===== config.mk =====
export PLATFORM = sky130hd
export DESIGN_NAME = claw_machine_pro
export DESIGN_NICKNAME = d
export VERILOG_FILES = /design/src/rtl/claw_machine_pro.sv
export SDC_FILE = /design/constraint.sdc
export NUM_CORES = 1
export LEC_CHECK = 0
export CORE_UTILIZATION = 30
export CTS_CLUSTER_DIAMETER = 150
export DETAILED_ROUTE_END_ITERATION = 8
export MAX_ROUTING_LAYER = met4
export PLACE_DENSITY = 0.57
export SYNTH_ARGS = -nofsm -noshare
export SYNTH_HDL_FRONTEND = slang
export SYNTH_SLANG_ARGS = --single-unit
export TNS_END_PERCENT = 20

===== constraint.sdc =====
create_clock -name clk -period 2.4 [get_ports clk]
set_input_delay 0.72 -clock clk [delete_from_list [all_inputs] [get_ports clk]]
set_output_delay 0.72 -clock clk [all_outputs]
set_load 0.02 [all_outputs]

===== src/rtl/claw_machine_pro.sv =====
`timescale 1ns/1ps
// -----------------------------------------------------------------------------
// claw_machine_pro
//   Second-generation claw machine controller. Keeps a saturating credit bank,
//   charges PRICE credits per play, limits the player's MOVE time with an
//   automatic grab, and forces a tight grip every GUARANTEE_N-th consecutive
//   losing play.
//
//   Play sequence: IDLE -> MOVE -> DOWN -> GRIP -> RISE -> HOME -> OPEN -> IDLE
//
//   Build option:
//     CLAW_DOWN_WATCHDOG_EN  when defined, a descent that sees no Touch for
//                            DOWN_TICKS cycles proceeds to GRIP anyway.
//
// Ports
//   clk, rst_n            clock (rising edge), asynchronous active-low reset
//   Coin                  coin switch, active low, one credit per falling edge
//   Mov_l/_r/_f/_b        player direction buttons, active high
//   Grab                  player grab button
//   Touch, Top, Origin    claw contact, hoist upper limit, gantry at chute
//   Drop                  prize chute sensor, active low
//   Claw_l/_r/_f/_b       gantry motors (combinational, MOVE only)
//   Down, Rise, Return    hoist down, hoist up, gantry homing
//   Open, Tight, Loose    claw open, strong grip, weak grip
//   Release               one-cycle pulse on entry to OPEN
//   Credits               current credit bank value
// -----------------------------------------------------------------------------
module claw_machine_pro #(
  parameter int CREDIT_W    = 4,
  parameter int PRICE       = 1,
  parameter int MOVE_TICKS  = 8,
  parameter int GUARANTEE_N = 10,
  parameter int OPEN_TICKS  = 2,
  parameter int DOWN_TICKS  = 16
) (
  input  logic                clk,
  input  logic                rst_n,
  input  logic                Coin,
  input  logic                Mov_l,
  input  logic                Mov_r,
  input  logic                Mov_f,
  input  logic                Mov_b,
  input  logic                Grab,
  input  logic                Touch,
  input  logic                Top,
  input  logic                Origin,
  input  logic                Drop,
  output logic                Claw_l,
  output logic                Claw_r,
  output logic                Claw_f,
  output logic                Claw_b,
  output logic                Down,
  output logic                Rise,
  output logic                Return,
  output logic                Open,
  output logic                Tight,
  output logic                Loose,
  output logic                Release,
  output logic [CREDIT_W-1:0] Credits
);

  typedef enum logic [2:0] {
    S_IDLE = 3'd0,
    S_MOVE,
    S_DOWN,
    S_GRIP,
    S_RISE,
    S_HOME,
    S_OPEN
  } state_t;

  // One shared timer serves every timed state; size it for the longest limit.
  localparam int MAX_MO    = (MOVE_TICKS > OPEN_TICKS) ? MOVE_TICKS : OPEN_TICKS;
  localparam int MAX_TICKS = (MAX_MO > DOWN_TICKS) ? MAX_MO : DOWN_TICKS;
  localparam int TIMER_W   = $clog2(MAX_TICKS + 1);
  localparam int LOSS_W    = (GUARANTEE_N > 1) ? $clog2(GUARANTEE_N) : 1;
  localparam int CW1       = CREDIT_W + 1;

  localparam logic [TIMER_W-1:0] MOVE_LAST = TIMER_W'(MOVE_TICKS - 1);
  localparam logic [TIMER_W-1:0] OPEN_LAST = TIMER_W'(OPEN_TICKS - 1);
`ifdef CLAW_DOWN_WATCHDOG_EN
  localparam logic [TIMER_W-1:0] DOWN_LAST = TIMER_W'(DOWN_TICKS - 1);
`endif
  localparam logic [LOSS_W-1:0]  LOSS_LAST = LOSS_W'(GUARANTEE_N - 1);
  localparam logic [CW1-1:0]     PRICE_EXT = CW1'(PRICE);
  localparam logic [CW1-1:0]     CRED_MAX  = {1'b0, {CREDIT_W{1'b1}}};

  state_t                state_reg, state_next;
  logic [TIMER_W-1:0]    timer_reg;
  logic [CREDIT_W-1:0]   credits_reg;
  logic [CW1-1:0]        credits_next;
  logic [LOSS_W-1:0]     loss_reg;
  logic                  win_reg, idle_first_reg;
  logic                  coin_s_reg, coin_d_reg, drop_s_reg, drop_d_reg;
  logic                  down_reg, rise_reg, return_reg, open_reg;
  logic                  tight_reg, loose_reg, release_reg;

  logic coin_fall, drop_fall, afford, deduct, move_exit, timing_state;
  logic win_window, win_now, open_exit, guarantee, grip_hold, move_entry;

  // Edges are taken between two registered samples of each active-low switch.
  assign coin_fall  = coin_d_reg & ~coin_s_reg;
  assign drop_fall  = drop_d_reg & ~drop_s_reg;
  assign afford     = ({1'b0, credits_reg} >= PRICE_EXT);
  assign deduct     = (state_reg == S_IDLE) && afford;
  assign guarantee  = (loss_reg == LOSS_LAST);
  assign open_exit  = (state_reg == S_OPEN) && (state_next == S_IDLE);
  assign move_entry = (state_reg != S_MOVE) && (state_next == S_MOVE);
  assign grip_hold  = (state_next == S_GRIP) || (state_next == S_RISE) ||
                      (state_next == S_HOME);

  // The prize can still fall after the claw reaches the chute, so the first
  // IDLE cycle still counts toward the play that just finished.
  assign win_window = (state_reg == S_RISE) || (state_reg == S_HOME) ||
                      (state_reg == S_OPEN) ||
                      ((state_reg == S_IDLE) && idle_first_reg);
  assign win_now    = win_reg | (drop_fall & win_window);

`ifdef CLAW_DOWN_WATCHDOG_EN
  assign timing_state = (state_reg == S_MOVE) || (state_reg == S_OPEN) ||
                        (state_reg == S_DOWN);
`else
  assign timing_state = (state_reg == S_MOVE) || (state_reg == S_OPEN);
`endif

  // State register
  always_ff @(posedge clk or negedge rst_n) begin
    if (!rst_n) begin
      state_reg <= S_IDLE;
    end else begin
      state_reg <= state_next;
    end
  end

  // Next state and combinational gantry motors
  always_comb begin
    state_next = state_reg;
    move_exit  = 1'b0;
    Claw_l     = 1'b0;
    Claw_r     = 1'b0;
    Claw_f     = 1'b0;
    Claw_b     = 1'b0;
    case (state_reg)
      S_IDLE: if (afford) state_next = S_MOVE;
      S_MOVE: begin
        if (Grab || (timer_reg == MOVE_LAST)) begin
          state_next = S_DOWN;
          move_exit  = 1'b1;
        end
      end
`ifdef CLAW_DOWN_WATCHDOG_EN
      S_DOWN: if (Touch || (timer_reg == DOWN_LAST)) state_next = S_GRIP;
`else
      S_DOWN: if (Touch) state_next = S_GRIP;
`endif
      S_GRIP: state_next = S_RISE;
      S_RISE: if (Top) state_next = S_HOME;
      S_HOME: if (Origin) state_next = S_OPEN;
      S_OPEN: if (timer_reg == OPEN_LAST) state_next = S_IDLE;
      default: state_next = S_IDLE;
    endcase
    // Motors follow the buttons only while the player is steering; an
    // opposing pair pressed together cancels out, and the exit cycle is quiet.
    if ((state_reg == S_MOVE) && !move_exit) begin
      Claw_l = Mov_l & ~Mov_r;
      Claw_r = Mov_r & ~Mov_l;
      Claw_f = Mov_f & ~Mov_b;
      Claw_b = Mov_b & ~Mov_f;
    end
  end

  // Credit bank: deduction can never underflow (afford gates it), and a coin
  // on the deduct cycle cannot overflow, so saturation applies only otherwise.
  always_comb begin
    credits_next = {1'b0, credits_reg} + {{CREDIT_W{1'b0}}, coin_fall};
    if (deduct) begin
      credits_next = credits_next - PRICE_EXT;
    end else if (credits_next > CRED_MAX) begin
      credits_next = CRED_MAX;
    end
  end

  // Datapath and registered outputs
  always_ff @(posedge clk or negedge rst_n) begin
    if (!rst_n) begin
      coin_s_reg     <= 1'b1;
      coin_d_reg     <= 1'b1;
      drop_s_reg     <= 1'b1;
      drop_d_reg     <= 1'b1;
      credits_reg    <= '0;
      timer_reg      <= '0;
      loss_reg       <= '0;
      win_reg        <= 1'b0;
      idle_first_reg <= 1'b0;
      down_reg       <= 1'b0;
      rise_reg       <= 1'b0;
      return_reg     <= 1'b0;
      open_reg       <= 1'b1;
      tight_reg      <= 1'b0;
      loose_reg      <= 1'b0;
      release_reg    <= 1'b0;
    end else begin
      coin_s_reg  <= Coin;
      coin_d_reg  <= coin_s_reg;
      drop_s_reg  <= Drop;
      drop_d_reg  <= drop_s_reg;
      credits_reg <= credits_next[CREDIT_W-1:0];

      if ((state_next != state_reg) || !timing_state) begin
        timer_reg <= '0;
      end else begin
        timer_reg <= timer_reg + TIMER_W'(1);
      end

      if (move_entry) begin
        win_reg <= 1'b0;
      end else if (drop_fall && win_window) begin
        win_reg <= 1'b1;
      end

      idle_first_reg <= open_exit;

      // A guaranteed play always restarts the count, win or not.
      if (open_exit) begin
        loss_reg <= (win_now || guarantee) ? '0 : loss_reg + LOSS_W'(1);
      end else if ((state_reg == S_IDLE) && idle_first_reg && drop_fall) begin
        loss_reg <= '0;
      end

      down_reg    <= (state_next == S_DOWN);
      rise_reg    <= (state_next == S_RISE);
      return_reg  <= (state_next == S_HOME);
      open_reg    <= (state_next == S_IDLE) || (state_next == S_DOWN) ||
                     (state_next == S_OPEN);
      tight_reg   <= grip_hold && guarantee;
      loose_reg   <= grip_hold && !guarantee;
      release_reg <= (state_next == S_OPEN) && (state_reg != S_OPEN);
    end
  end

  assign Down    = down_reg;
  assign Rise    = rise_reg;
  assign Return  = return_reg;
  assign Open    = open_reg;
  assign Tight   = tight_reg;
  assign Loose   = loose_reg;
  assign Release = release_reg;
  assign Credits = credits_reg;

endmodule


==> run_summary.xml <==
<?xml version="1.0" encoding="UTF-8"?>
<metrics>
  <group name="global_route">
    <metric name="grt_pass1_wl" unit="µm">5530</metric>
    <metric name="first_global_vias" unit="">1256</metric>
    <metric name="maximum_number_of_pins_on_one_net_before_global_route_repair" unit="">30</metric>
    <metric name="overflow" unit="">0</metric>
    <metric name="antenna_found_initial" unit="">0</metric>
    <metric name="grt_use_total" unit="">0.137</metric>
  </group>
  <group name="final_layout">
    <metric name="num-fill-cells" unit="">495</metric>
    <metric name="area.growth.synth_to_final" unit="%">31.7</metric>
    <metric name="number_of_antenna_repair_diodes" unit="">0</metric>
    <metric name="drive_gt1_frac" unit="">0.218</metric>
    <metric name="flip_flop_count_of_the_largest_register_after_layout" unit="">5</metric>
    <metric name="nets" unit="">221</metric>
  </group>
  <group name="sta">
    <metric name="finalSetupTns" unit="ps">-899</metric>
    <metric name="grt_setup_unrepaired" unit="">yes</metric>
    <metric name="setup_viol_count_final" unit="">4</metric>
    <metric name="worst_slew_margin_rel" unit="">0.628</metric>
    <metric name="clock-skew-final" unit="ps">7.35</metric>
    <metric name="final_critical_path_setup_slack" unit="ps">-240</metric>
    <metric name="timing.final.max_slew_violations" unit="">0</metric>
    <metric name="period_share" unit="">1.10</metric>
    <metric name="hold_violations" unit="">0</metric>
    <metric name="transition_time_at_the_pin_with_the_least_slew_margin" unit="ps">555</metric>
    <metric name="final_period_minus_worst_setup_slack" unit="ps">2640</metric>
    <metric name="max_freq" unit="MHz">379</metric>
  </group>
  <group name="clock_tree">
    <metric name="insertion_delay" unit="ps">280</metric>
    <metric name="cts.htree.levels" unit="">2</metric>
    <metric name="clockBufferDepth" unit="">2</metric>
    <metric name="post_cts_setup_driven_buffer_insertion_count" unit="">0</metric>
    <metric name="path_clk_slew" unit="ps">60</metric>
    <metric name="tritoncts.num_buffers" unit="">5</metric>
    <metric name="root_buffer" unit="">clkbuf_8</metric>
    <metric name="cts_tree" unit="">built</metric>
    <metric name="ctsHoldBuffers" unit="">0</metric>
    <metric name="clock_sink_count" unit="">29</metric>
  </group>
  <group name="floorplan">
    <metric name="placement_rows" unit="">26</metric>
    <metric name="die-area" unit="µm²">5720</metric>
    <metric name="count_of_pins_on_the_block_boundary" unit="">27</metric>
    <metric name="initial_util" unit="">0.314</metric>
    <metric name="core_area" unit="µm²">5170</metric>
    <metric name="fp.dieW" unit="µm">75.6</metric>
    <metric name="fp.dieH" unit="µm">75.6</metric>
  </group>
  <group name="synth">
    <metric name="synth-async-reset-ratio" unit="">1.00</metric>
    <metric name="postSynthNetCount" unit="">180</metric>
    <metric name="yosys.cell_count.top_type" unit="">dfrtp_1</metric>
    <metric name="synthXorXnorAreaFrac" unit="">0.0215</metric>
    <metric name="post_synth_most_frequent_cells" unit="">dfrtp_1 (24), nand2_1 (12), nor2_1 (11), a21oi_1 (9), ha_1 (8)</metric>
    <metric name="netlist_instances" unit="">160</metric>
    <metric name="synth_sequential_area_ratio" unit="">0.450</metric>
    <metric name="synth.ff_latch_count" unit="">29</metric>
    <metric name="syn_area_per_cell" unit="µm²">10.2</metric>
    <metric name="yosysWarningCount" unit="">0</metric>
    <metric name="synth_fa_ha_area_frac" unit="">0.0615</metric>
    <metric name="yosysTopAreaCellShare" unit="">0.369</metric>
    <metric name="synthesis.area" unit="µm²">1630</metric>
    <metric name="synthMuxAreaShare" unit="">0</metric>
    <metric name="postSynth.topFlopCell" unit="">dfrtp_1</metric>
    <metric name="synth.top_cells.by_area" unit="">dfrtp_1 (37%), dfstp_2 (8.1%), ha_1 (6.2%)</metric>
    <metric name="synth-compound-area-share" unit="">0.155</metric>
    <metric name="synth.distinct_cells" unit="">52</metric>
    <metric name="synth_enable_flop_cells" unit="">0</metric>
    <metric name="combinational_family_with_the_most_area_after_synthesis" unit="">simple AND/OR/NAND/NOR gates</metric>
    <metric name="synth_top_cell_by_area" unit="">dfrtp_1</metric>
    <metric name="synth-simple-area-share" unit="">0.275</metric>
  </group>
  <group name="place">
    <metric name="pre_cts_ws" unit="ps">-938</metric>
    <metric name="io_buffer_count" unit="">26</metric>
    <metric name="place.gp.congestion" unit="">0.741</metric>
    <metric name="detailed_place_hpwl" unit="µm">2320</metric>
  </group>
  <group name="power">
    <metric name="ir_drop" unit="mV">0.325</metric>
    <metric name="power.leakage" unit="nW">0.913</metric>
    <metric name="cellPowerDensity" unit="nW/µm²">1010</metric>
  </group>
  <group name="drt">
    <metric name="num_vias" unit="">1308</metric>
    <metric name="number_of_detailed_routing_iterations_run_before_antenna_repair" unit="">4</metric>
    <metric name="detail_route.drc_violations" unit="">0</metric>
    <metric name="totalWireLength" unit="µm">3210</metric>
    <metric name="avgRoutedWirePerCell" unit="µm">11.8</metric>
    <metric name="ant_nets" unit="">0</metric>
    <metric name="avgViaCountPerCell" unit="">4.81</metric>
    <metric name="drtIter0Drc" unit="">52</metric>
  </group>
  <group name="run_status">
    <metric name="violations_in_the_final_reports" unit="">setup timing</metric>
    <metric name="outcome" unit="">complete, but fails checks</metric>
  </group>
  <group name="critical_path">
    <metric name="crit_fanout" unit="">5</metric>
    <metric name="critical_path_class" unit="">reg -&gt; out</metric>
    <metric name="critical_path.endpoint_type" unit="">primary output</metric>
    <metric name="crit_path_start_kind" unit="">flip-flop</metric>
    <metric name="worst_r2r_path_depth" unit="">9</metric>
    <metric name="worst_ep_required_time" unit="ps">1680</metric>
    <metric name="critical_path_arrival" unit="ps">1920</metric>
  </group>
  <group name="flow_run">
    <metric name="max_cap_viols" unit="">0</metric>
  </group>
  <group name="worst_hold_path">
    <metric name="hold_path_depth" unit="">0</metric>
    <metric name="hold_class" unit="">reg -&gt; reg</metric>
  </group>
</metrics>
[through the flow]
| step | util | instance area [µm²] | hold slack, ps | std cells | total power [W] |
|---|---|---|---|---|---|
| after floorplan | - | 1630 | 351 | 160 | 0.00143 |
| after global placement | 0.394 | 2040 | 356 | 264 | 0.00177 |
| after detailed placement | 0.394 | 2040 | 358 | 264 | 0.00177 |
| after CTS | 0.414 | 2140 | 367 | 272 | 0.00220 |
| after global routing | 0.414 | 2140 | 373 | 272 | 0.00236 |
| final | 0.414 | 2140 | 365 | 272 | 0.00217 |
[kinds of logic after synthesis]
family	count (synthesis)
AOI/OAI and AO/OA	36
xor gates and xnor gates	4
adders and majority gates	8
buffers and inverters	12
DFF	29
and+or+nand+nor	71
[routing by layer]
| layer | part of all wire | routed length (µm) | track usage | vias up |
|---|---|---|---|---|
| met1 | 0.50 | 1610 | 0.169 | 615 |
| met3 | 0.039 | 125 | 0.0476 | 4 |
| li1 | - | - | - | 661 |
| met5 | 0 | 0 | - | - |
| met2 | 0.44 | 1420 | 0.208 | 28 |
| met4 | 0.015 | 48 | 0.0494 | 0 |
[cells in the final DEF (no fill, tap or decap), types with 4 or more instances in the layout]
cell type,count
dfrtp_1,24
clkdlybuf4s50_1,21
buf_4,17
nand2_1,12
nor2_1,11
a21oi_1,9
inv_1,7
ha_1,7
o21ai_0,6
clkbuf_8,6
dfstp_2,5
nand3b_1,4
nand3_1,4
nor3b_2,4
[report_power, final]
group	switching [W]	total, W	internal, W
Sequential	0.0000915	0.000717	0.000626
Clock	0.000169	0.000402	0.000233
Combinational	0.000569	0.00105	0.000479
[cell type report]
type	instances	area [µm²]	area share
clock buffers	8	90.1	0.0421
inverters	7	26.3	0.0123
multi-input cells	119	856	0.400
flip-flops and latches	29	732	0.342
well taps	70	87.6	0.0409
repair buffers	39	350	0.164
[worst paths after layout]
| path | from | end | slack, ps |
|---|---|---|---|
| setup / recovery | timer_reg[1]$_DFF_PN0_ | Claw_l | -240 |
| hold / removal | coin_s_reg$_DFF_PN1_ | coin_d_reg$_DFF_PN1_ | 360 |
| setup reg to reg | coin_s_reg$_DFF_PN1_ | Credits[2]$_DFF_PN0_ | 370 |
| hold reg to reg | coin_s_reg$_DFF_PN1_ | coin_d_reg$_DFF_PN1_ | 360 |
| max in group asynchronous | rst_n | Open$_DFF_PN1_ | 1240 |
| min in group asynchronous | rst_n | Credits[3]$_DFF_PN0_ | 840 |
[critical path: stages, from the launching register on]
cell and delay (ps):
dfrtp_1 390, ha_2 170, and4bb_2 230, or4_4 490, nor3b_2 200, buf_4 160
[what timing repair did]
item                       in CTS  in global routing
pin swaps                       5                  2
setup endpoints to repair       4                  4
resized for setup              29                  1
Note: power is estimated with default switching activity, not from simulation.
